### src/rtl/multicycle_ctrl.sv
// Purpose: phase sequencer (IF/ID/EX/MEM/WB) for the multi-cycle CPU; gates decoder enables per phase and counts retired instructions.
// Latency: zero-wait memory gives branch/jump 3, ALU/jal/store 4, load 5 cycles; each memory wait cycle adds one.
// Backpressure: imemReq/dmemReq are held in their phase until the matching ready is sampled; run=0 only blocks a new fetch.
//
// Ports:
//   clk, rstn                  rising-edge clock, asynchronous active-low reset
//   run                        level enable for starting a new fetch
//   imemReady, dmemReady       memory completion handshakes
//   ctrlRegWrite/MemRead/MemWrite/NPCFrom   static decode enables, stable from ID until next IF
//   imemReq, irWrite           fetch request and instruction-register capture
//   dmemReq, dmemWe, mdrWrite  data access request, write qualifier, memory-data-register capture
//   regWriteEn, pcWrite        register-file write and PC update strobes
//   phase                      current phase encoding (0..4)
//   instret                    retired-instruction counter, wraps modulo 2^CNT_W
module multicycle_ctrl #(
    parameter int CNT_W = 32
) (
    input  logic             clk,
    input  logic             rstn,
    input  logic             run,
    input  logic             imemReady,
    input  logic             dmemReady,
    input  logic             ctrlRegWrite,
    input  logic             ctrlMemRead,
    input  logic             ctrlMemWrite,
    input  logic [1:0]       ctrlNPCFrom,
    output logic             imemReq,
    output logic             irWrite,
    output logic             dmemReq,
    output logic             dmemWe,
    output logic             mdrWrite,
    output logic             regWriteEn,
    output logic             pcWrite,
    output logic [2:0]       phase,
    output logic [CNT_W-1:0] instret
);

    typedef enum logic [2:0] {
        PH_IF  = 3'd0,
        PH_ID  = 3'd1,
        PH_EX  = 3'd2,
        PH_MEM = 3'd3,
        PH_WB  = 3'd4
    } phase_e;

    localparam logic [CNT_W-1:0] CNT_ONE = {{(CNT_W-1){1'b0}}, 1'b1};

    phase_e           r_phase;
    phase_e           w_phase_nxt;
    logic             w_retire;
    logic [CNT_W-1:0] r_instret;

    always_ff @(posedge clk or negedge rstn) begin
        if (!rstn) begin
            r_phase   <= PH_IF;
            r_instret <= '0;
        end else begin
            r_phase <= w_phase_nxt;
            if (w_retire) begin
                r_instret <= r_instret + CNT_ONE;
            end
        end
    end

    // Every instruction retires on the same cycle its pcWrite fires, so the
    // counter increment is tied to that strobe.
    assign w_retire = pcWrite;

    always_comb begin
        w_phase_nxt = r_phase;
        imemReq     = 1'b0;
        irWrite     = 1'b0;
        dmemReq     = 1'b0;
        dmemWe      = 1'b0;
        mdrWrite    = 1'b0;
        regWriteEn  = 1'b0;
        pcWrite     = 1'b0;

        case (r_phase)
            PH_IF: begin
                // Request follows run directly; dropping run parks the
                // sequencer here without a state change.
                imemReq = run;
                if (run && imemReady) begin
                    irWrite     = 1'b1;
                    w_phase_nxt = PH_ID;
                end
            end
            PH_ID: begin
                w_phase_nxt = PH_EX;
            end
            PH_EX: begin
                if (ctrlMemRead || ctrlMemWrite) begin
                    w_phase_nxt = PH_MEM;
                end else if ((ctrlNPCFrom != 2'b00) && !ctrlRegWrite) begin
                    // Branches and non-linking jumps finish here.
                    pcWrite     = 1'b1;
                    w_phase_nxt = PH_IF;
                end else begin
                    w_phase_nxt = PH_WB;
                end
            end
            PH_MEM: begin
                dmemReq = 1'b1;
                // A malformed read+write decode is treated as a store.
                dmemWe  = ctrlMemWrite;
                if (dmemReady) begin
                    if (ctrlMemWrite) begin
                        pcWrite     = 1'b1;
                        w_phase_nxt = PH_IF;
                    end else begin
                        mdrWrite    = 1'b1;
                        w_phase_nxt = PH_WB;
                    end
                end
            end
            PH_WB: begin
                // Unknown opcodes arrive with ctrlRegWrite low and retire as NOPs.
                regWriteEn  = ctrlRegWrite;
                pcWrite     = 1'b1;
                w_phase_nxt = PH_IF;
            end
            default: begin
                // Unused encodings recover to IF with all strobes quiet.
                w_phase_nxt = PH_IF;
            end
        endcase
    end

    assign phase   = r_phase;
    assign instret = r_instret;

endmodule

### config.mk
export PLATFORM = sky130hd
export DESIGN_NAME = multicycle_ctrl
export DESIGN_NICKNAME = d
export VERILOG_FILES = /design/src/rtl/multicycle_ctrl.sv
export SDC_FILE = /design/constraint.sdc
export NUM_CORES = 1
export LEC_CHECK = 0
export CAP_MARGIN = 15
export CORE_UTILIZATION = 30
export DETAILED_ROUTE_END_ITERATION = 6
export GPL_TIMING_DRIVEN = 0
export PLACE_DENSITY = 0.62
export REMOVE_ABC_BUFFERS = 1
export SYNTH_ARGS = -nofsm -noshare
export SYNTH_HDL_FRONTEND = slang
export SYNTH_SLANG_ARGS = --single-unit
### constraint.sdc
create_clock -name clk -period 2.45 [get_ports clk]
set_input_delay 0.49 -clock clk [delete_from_list [all_inputs] [get_ports clk]]
set_output_delay 0.49 -clock clk [all_outputs]
set_load 0.03 [all_outputs]
==> results.md, run 1 <==
- Crit-path max cell delay: 0.43 ns
- Slowest cell on crit path: or3_4
- Lkg Pwr: 0.972 nW
- # port buffers: 51
- Wire per inst: 14.4 µm
- WS Path Type: in2out
- Fin. max-slew vios: 0
- Row count: 27
- Final setup viols: 0
- Worst relative slew slack: 47.6%
- Synthesized area per cell: 11.0 µm²
- Antenna viol nets, final: 0
- Cells after DPL: 284
- Post-synth EDFFs: 0
- Starting density of the core: 31.8%
- Worst EP required: 1.96 ns
- Worst hold slack: 0.276 ns
- Antenna violations before repair: 0
- Startpoint Class: input pin
- Sequential share of the synthesized area: 49.1%
- Total CTS buffers: 5
- Cell variety after synth: 40
- Largest net degree at the start of global routing: 36
- Vias per cell: 4.91
- Fin. Hold Viols: 0
- Layout fillers: 562
- H-Tree Depth: 2
- Vias: 1462
- Total chip power: 1.71 mW
- Number of max-cap violations: 0
- Routed Wire Length: 4280 µm
- Final cell count without fillers: 298
- Critical path's top delay family: buffers and inverters
- Min-delay worst type: in2async
- Most used DFF post-synth: dfrtp_1
- Yosys warning total: 0
- Outcome: complete, no violations
- FMAX: 0.412 GHz
- Skew-Pair Late Insertion Delay: 0.29 ns
- Gpl congestion: 0.711
- Die ar.: 6260 µm²
- I/O pins: 52
- Initial DRT Pass Iterations: 4
- Worst-Margin Slew: 0.785 ns
- Post-synthesis register bit count: 35
- Clock buffer depth: 2
- First-pass GRT wire length: 7130 µm
- Final net count: 236
- Fin crit share: 99.1%
- WP buf/inv: 2
- Clock-pin slew on the worst setup and hold paths: 0.08 ns
- Hold buffer count at cts: 0
- Die Ht: 79.1 µm
- Crit path capture type: primary output
- Clk_skew: 0.00903 ns
- Mapped cell area: 1780 µm²
- Iter 0 DRT Violations: 75
- Layout cells sized above 1: 16.4%
- Max IR drop VDD: 0.000390 V
- Cell area after layout: 2560 µm²
- Crit path cell chain: clkdlybuf4s50_1 > or3_4 > o31ai_4 > buf_4
- Cells after synthesis: 162
- Number of global-route vias before repair: 1428
- Total congestion overflow: 0
- Residual DRC count: 0
- Pwr dens: 667 nW/µm²
- CP max FO: 5
- Diode count: 0
- DIE WIDTH: 79.1 µm
- Area grow syn2layout: 43.6%
- Core area: 5610 µm²
- Minimum clock period: 2.43 ns
- Asr flop ratio synth: 100%
- Hpwl dp: 2990 µm
- Footprint of the multi-input gates: 948 µm²
- Sequential cell area: 876 µm²
- CP arrival: 1.94 ns
- Clock sinks: 35
- Total GRT Usage: 15.0%
- CTS tree: done
- Dpl cell area: 2370 µm²
- CTS Root Cell: clkbuf_8
==> Yosys cell counts, types with 2 or more instances <==
| master | number | area share (%) |
|---|---|---|
| a211oi_1 | 3 | 1.3 |
| a21oi_1 | 2 | 0.56 |
| and2_1 | 3 | 1.1 |
| and3_1 | 4 | 1.4 |
| and4_1 | 4 | 2.0 |
| dfrtp_1 | 35 | 49 |
| inv_1 | 2 | 0.42 |
| nand2_1 | 18 | 3.8 |
| nand2b_1 | 3 | 1.1 |
| nand3_1 | 11 | 3.1 |
| nand4_1 | 6 | 2.1 |
| nor2_1 | 3 | 0.63 |
| nor3_1 | 5 | 1.4 |
| nor3_2 | 5 | 2.8 |
| nor4_1 | 3 | 1.1 |
| nor4_4 | 2 | 2.4 |
| xnor2_1 | 15 | 7.4 |
| xor2_1 | 16 | 7.9 |
==> placed cells by master (no fill, tap or decap), types with 6 or more instances in the layout <==
master and instances:
clkdlybuf4s50_1 44, dfrtp_1 35, buf_4 6, nor3_2 6
nand4_1 6, clkbuf_8 7, nand3_1 11, xor2_1 16
xnor2_1 15, nand2_1 18
==> path summary, 6_finish.rpt <==
kind | startpoint | end | slack (ns) | depth (start not counted)
setup reg to reg | phase[0] | instret[21] | 0.21 | 5
max in group asynchronous | rstn | instret[16] | 1.67 | 1
setup / recovery | ctrlMemRead | pcWrite | 0.02 | 4
hold / removal | rstn | instret[22] | 0.28 | 1
hold reg to reg | instret[31] | instret[31] | 0.47 | 1
min in group clk | instret[31] | instret[31] | 0.47 | 1
==> worst register-to-register path, cell delays in order (launching register included) <==
cell and delay (ns):
dfrtp_1 0.48, or3_4 0.40, or4_4 0.49, a21o_4 0.27, or3_4 0.37, xnor2_1 0.12
==> report_power, final <==
group	leakage (nW)	switching (mW)	internal [mW]
clock	0.0515	0.212	0.257
sequential	0.406	0.0869	0.629
combinational	0.514	0.298	0.224
==> sequential cells by signal, summed over array words and instances, names as in the netlist <==
register and flops:
instret 32, phase 3
==> cells by family (layout without fill, tap and decap cells) <==
family,count (synthesis),in the layout,share of synthesized area [%]
AOI/OAI and AO/OA,13,14,5.19
xor gates and xnor gates,31,31,15.2
adders and majority gates,1,1,0.702
buffers and inverters,3,66,1.05
DFF,35,35,49.1
muxes,1,1,0.632
and+or+nand+nor,78,78,28.1
==> final cells by class <==
| cell class | instances | share of cell area [%] |
|---|---|---|
| clock buffer | 8 | 3.91 |
| inverter | 2 | 0.293 |
| multi-input combinational | 125 | 37.0 |
| sequential | 35 | 34.2 |
| tap | 72 | 3.52 |
| timing repair buffer | 56 | 21.0 |
==> metal layers <==
| layer | GRT usage [%] | wire, µm | vias to the layer above |
|---|---|---|---|
| li1 | - | - | 709 |
| met1 | 18.9 | 1990 | 709 |
| met2 | 24.7 | 2030 | 38 |
| met3 | 4.25 | 220 | 6 |
| met4 | 4.36 | 46 | 0 |
| met5 | 0 | 0 | - |
==> timing repair <==
item / CTS / global route
setup buffers: 2 / 3
resized for setup: 13 / 9
pin swaps: 2 / 2
gates cloned: 1 / 0
endpoints found under the hold margin: 0 / 0
setup endpoints to repair: 28 / 5
==> through the flow <==
stage	setup slack (ns)	util (%)	setup TNS (ns)
4_1_cts	-0.0608	44.9	-0.0608
2_1_floorplan	-0.189	-	-0.273
5_1_grt	-0.0177	45.6	-0.0177
3_5_place_dp	-0.923	42.2	-12.47
6_report	0.0230	45.6	0
3_3_place_gp	-0.904	42.3	-11.78
Power figures use the tool's default switching activity.
==> inputs of run 2 (changes only) <==
PLACE_DENSITY = not set   (was 0.62)
==> run 2 against run 1 <==
Largest power group unchanged. Sequential power rose by 2%. Non-clock buffer count fell by 3. Hold slack improved by 0.014 ns. Wire length fell by 2.1%. Critical path type is now in2reg. Highest routed layer unchanged. Clock skew rose by 0.0029 ns.
==> results.md, run 2 (synthesis results as in run 1) <==
- Outcome: complete, no violations
- Final setup viols: 0 (unchanged)
- FMAX: 0.413 GHz (+0.31%)
- Starting density of the core: 31.8% (unchanged)
- Vias: 1470 (+0.55%)
- Core area: 5610 µm² (unchanged)
- Worst-Margin Slew: 0.802 ns (+0.0170 ns)
- Worst EP required: 2.62 ns (+0.66 ns)
- Layout cells sized above 1: 15.2% (-1.1 points)
- Fin crit share: 98.8% (-0.31 points)
- Total chip power: 1.64 mW (-4.1%)
- Reg2Reg Depth: 5 (unchanged)
- Crit path launch: ctrlMemRead
- Most common cell after layout, fill and taps aside: clkdlybuf4s50_1
- Wire per inst: 14.2 µm (-1.1%)
- CTS Root Cell: clkbuf_8
- Residual DRC count: 0 (unchanged)
- Logic pwr share: 30.9% (+0.3 points)
- # port buffers: 51 (unchanged)
- Max reg flops: 32 (unchanged)
- CP arrival: 2.59 ns (+0.65 ns)
- Diode count: 0 (unchanged)
- Number of max-cap violations: 0 (unchanged)
- Hold buffer count at cts: 0 (unchanged)
- P_sw: 598 µW (+0.27%)
- Final net count: 233 (-1.3%)
- Final worst slack: 0.0305 ns (+0.00751 ns)
- Worst hold slack: 0.289 ns (+0.0135 ns)
- Fin. max-slew vios: 0 (unchanged)
- Hpwl dp: 2910 µm (-2.7%)
- Iter 0 DRT Violations: 22 (-71%)
- Clk_skew: 0.0119 ns (+0.00289 ns)
- Clock sinks: 35 (unchanged)
- Vias per cell: 4.98 (+1.6%)
- Reg2Reg Launch Point: phase[2]
- Dpl cell area: 2370 µm² (unchanged)
- Pwr dens: 652 nW/µm² (-2.2%)
- Layout fillers: 564 (+0.36%)
- Sw frac: 36.5% (+1.6 points)
- Cell area after layout: 2510 µm² (-1.9%)
- Total congestion overflow: 0 (unchanged)
- Area grow syn2layout: 40.8%
- Minimum clock period: 2.42 ns (-0.00751 ns)
- Die ar.: 6260 µm² (unchanged)
- Initial DRT Pass Iterations: 4 (unchanged)
- FF-to-FF setup slack: 0.18 ns (-0.03 ns)
- Final cell count without fillers: 295 (-1.0%)
- Largest net degree at the start of global routing: 36 (unchanged)
- Number of global-route vias before repair: 1427 (-0.070%)
- Most frequent cells in the layout: clkdlybuf4s50_1, dfrtp_1, nand2_1
- Crit path capture type: register
- Place WS: -0.885 ns (+0.0380 ns)
- Internal power: 1.04 mW (-6.5%)
- CP max FO: 7 (+2)
- Part of the power in the clock network: 24.7% (-2.7 points)
- Total CTS buffers: 5 (unchanged)
- Die Ht: 79.1 µm (unchanged)
- Worst relative slew slack: 46.5% (-1.1 points)
- First-pass GRT wire length: 6960 µm (-2.5%)
- Total GRT Usage: 14.5% (-0.46 points)
- Gpl congestion: 0.727 (+2.2%)
- R2r endpoint: instret[21]
- DIE WIDTH: 79.1 µm (unchanged)
- Row count: 27 (unchanged)
- Clock-pin slew on the worst setup and hold paths: 0.08 ns (about the same)
- Min-delay worst type: in2async
- Lkg Pwr: 0.948 nW (-2.5%)
- Skew-Pair Late Insertion Delay: 0.29 ns (about the same)
- Setup TNS: 0 ns (unchanged)
- Clock buffer depth: 2 (unchanged)
- Max IR drop VDD: 0.000364 V (-6.7%)
- I/O pins: 52 (unchanged)
- H-Tree Depth: 2 (unchanged)
- Fin. Hold Viols: 0 (unchanged)
- Core Util, Final: 44.8% (-0.87 points)
- Startpoint Class: input pin
- Antenna violations before repair: 0 (unchanged)
- Antenna viol nets, final: 0 (unchanged)
- Cells after DPL: 284 (unchanged)
- Routed Wire Length: 4190 µm (-2.1%)
- CTS tree: done
- Sequential share of power: 44.4% (+2.4 points)
- WS Path Type: in2reg
- Unrepaired setup endpoints after global routing: true
run 2: changes by cell type in the layout (fill, tap and decap cells not counted), sizes merged:
cell,before,now
buf,7,4
clkbuf,8,5
clkinv,0,3
run 2: what timing repair did:
action / CTS / global route
resized for setup: 13 / 7
setup endpoints to repair: 28 / 4
buffers inserted: 2 / 0
cloned: 1 / 0
pin swaps: 1 / 0
run 2: area by class of cell:
cell class / count / area (µm²) / area share (%)
inverters: 2 / 7.51 / 0.299
well taps: 72 / 90.1 / 3.59
flip-flops and latches: 35 / 878 / 35.0
multi-input cells: 125 / 938 / 37.4
repair buffers: 53 / 513 / 20.4
clock inverters: 3 / 15.0 / 0.598
clock buffers: 5 / 68.8 / 2.74
run 2: critical path, cell delays in order:
cell,delay [ns]
clkdlybuf4s50_1,0.42
or3_4,0.43
or4_4,0.49
a21o_4,0.27
or3_1,0.36
xnor2_1,0.13
run 2: routing by layer:
| layer | global-route usage (%) | vias to the layer above | part of all wire, % |
|---|---|---|---|
| met1 | 20.1 | 722 | 51 |
| met2 | 21.5 | 34 | 43 |
| met5 | 0 | - | 0 |
| met4 | 5.45 | 0 | 1.5 |
| met3 | 3.79 | 8 | 4.6 |
| li1 | - | 706 | - |
run 2: how the worst max path moves through the flow:
stage	cells past startpoint	end
floorplan	2	irWrite
global placement	4	pcWrite
detailed placement	4	pcWrite
CTS	4	pcWrite
global route	6	instret[21]
finish	6	instret[21]
run 2: power by group through the flow:
stage	clock (mW)	sequential [mW]	combinational (mW)
after floorplan	0	0.809	0.196
after global placement	0	0.724	0.501
after detailed placement	0	0.726	0.505
after CTS	0.419	0.717	0.511
after global routing	0.450	0.739	0.544
final	0.404	0.727	0.506
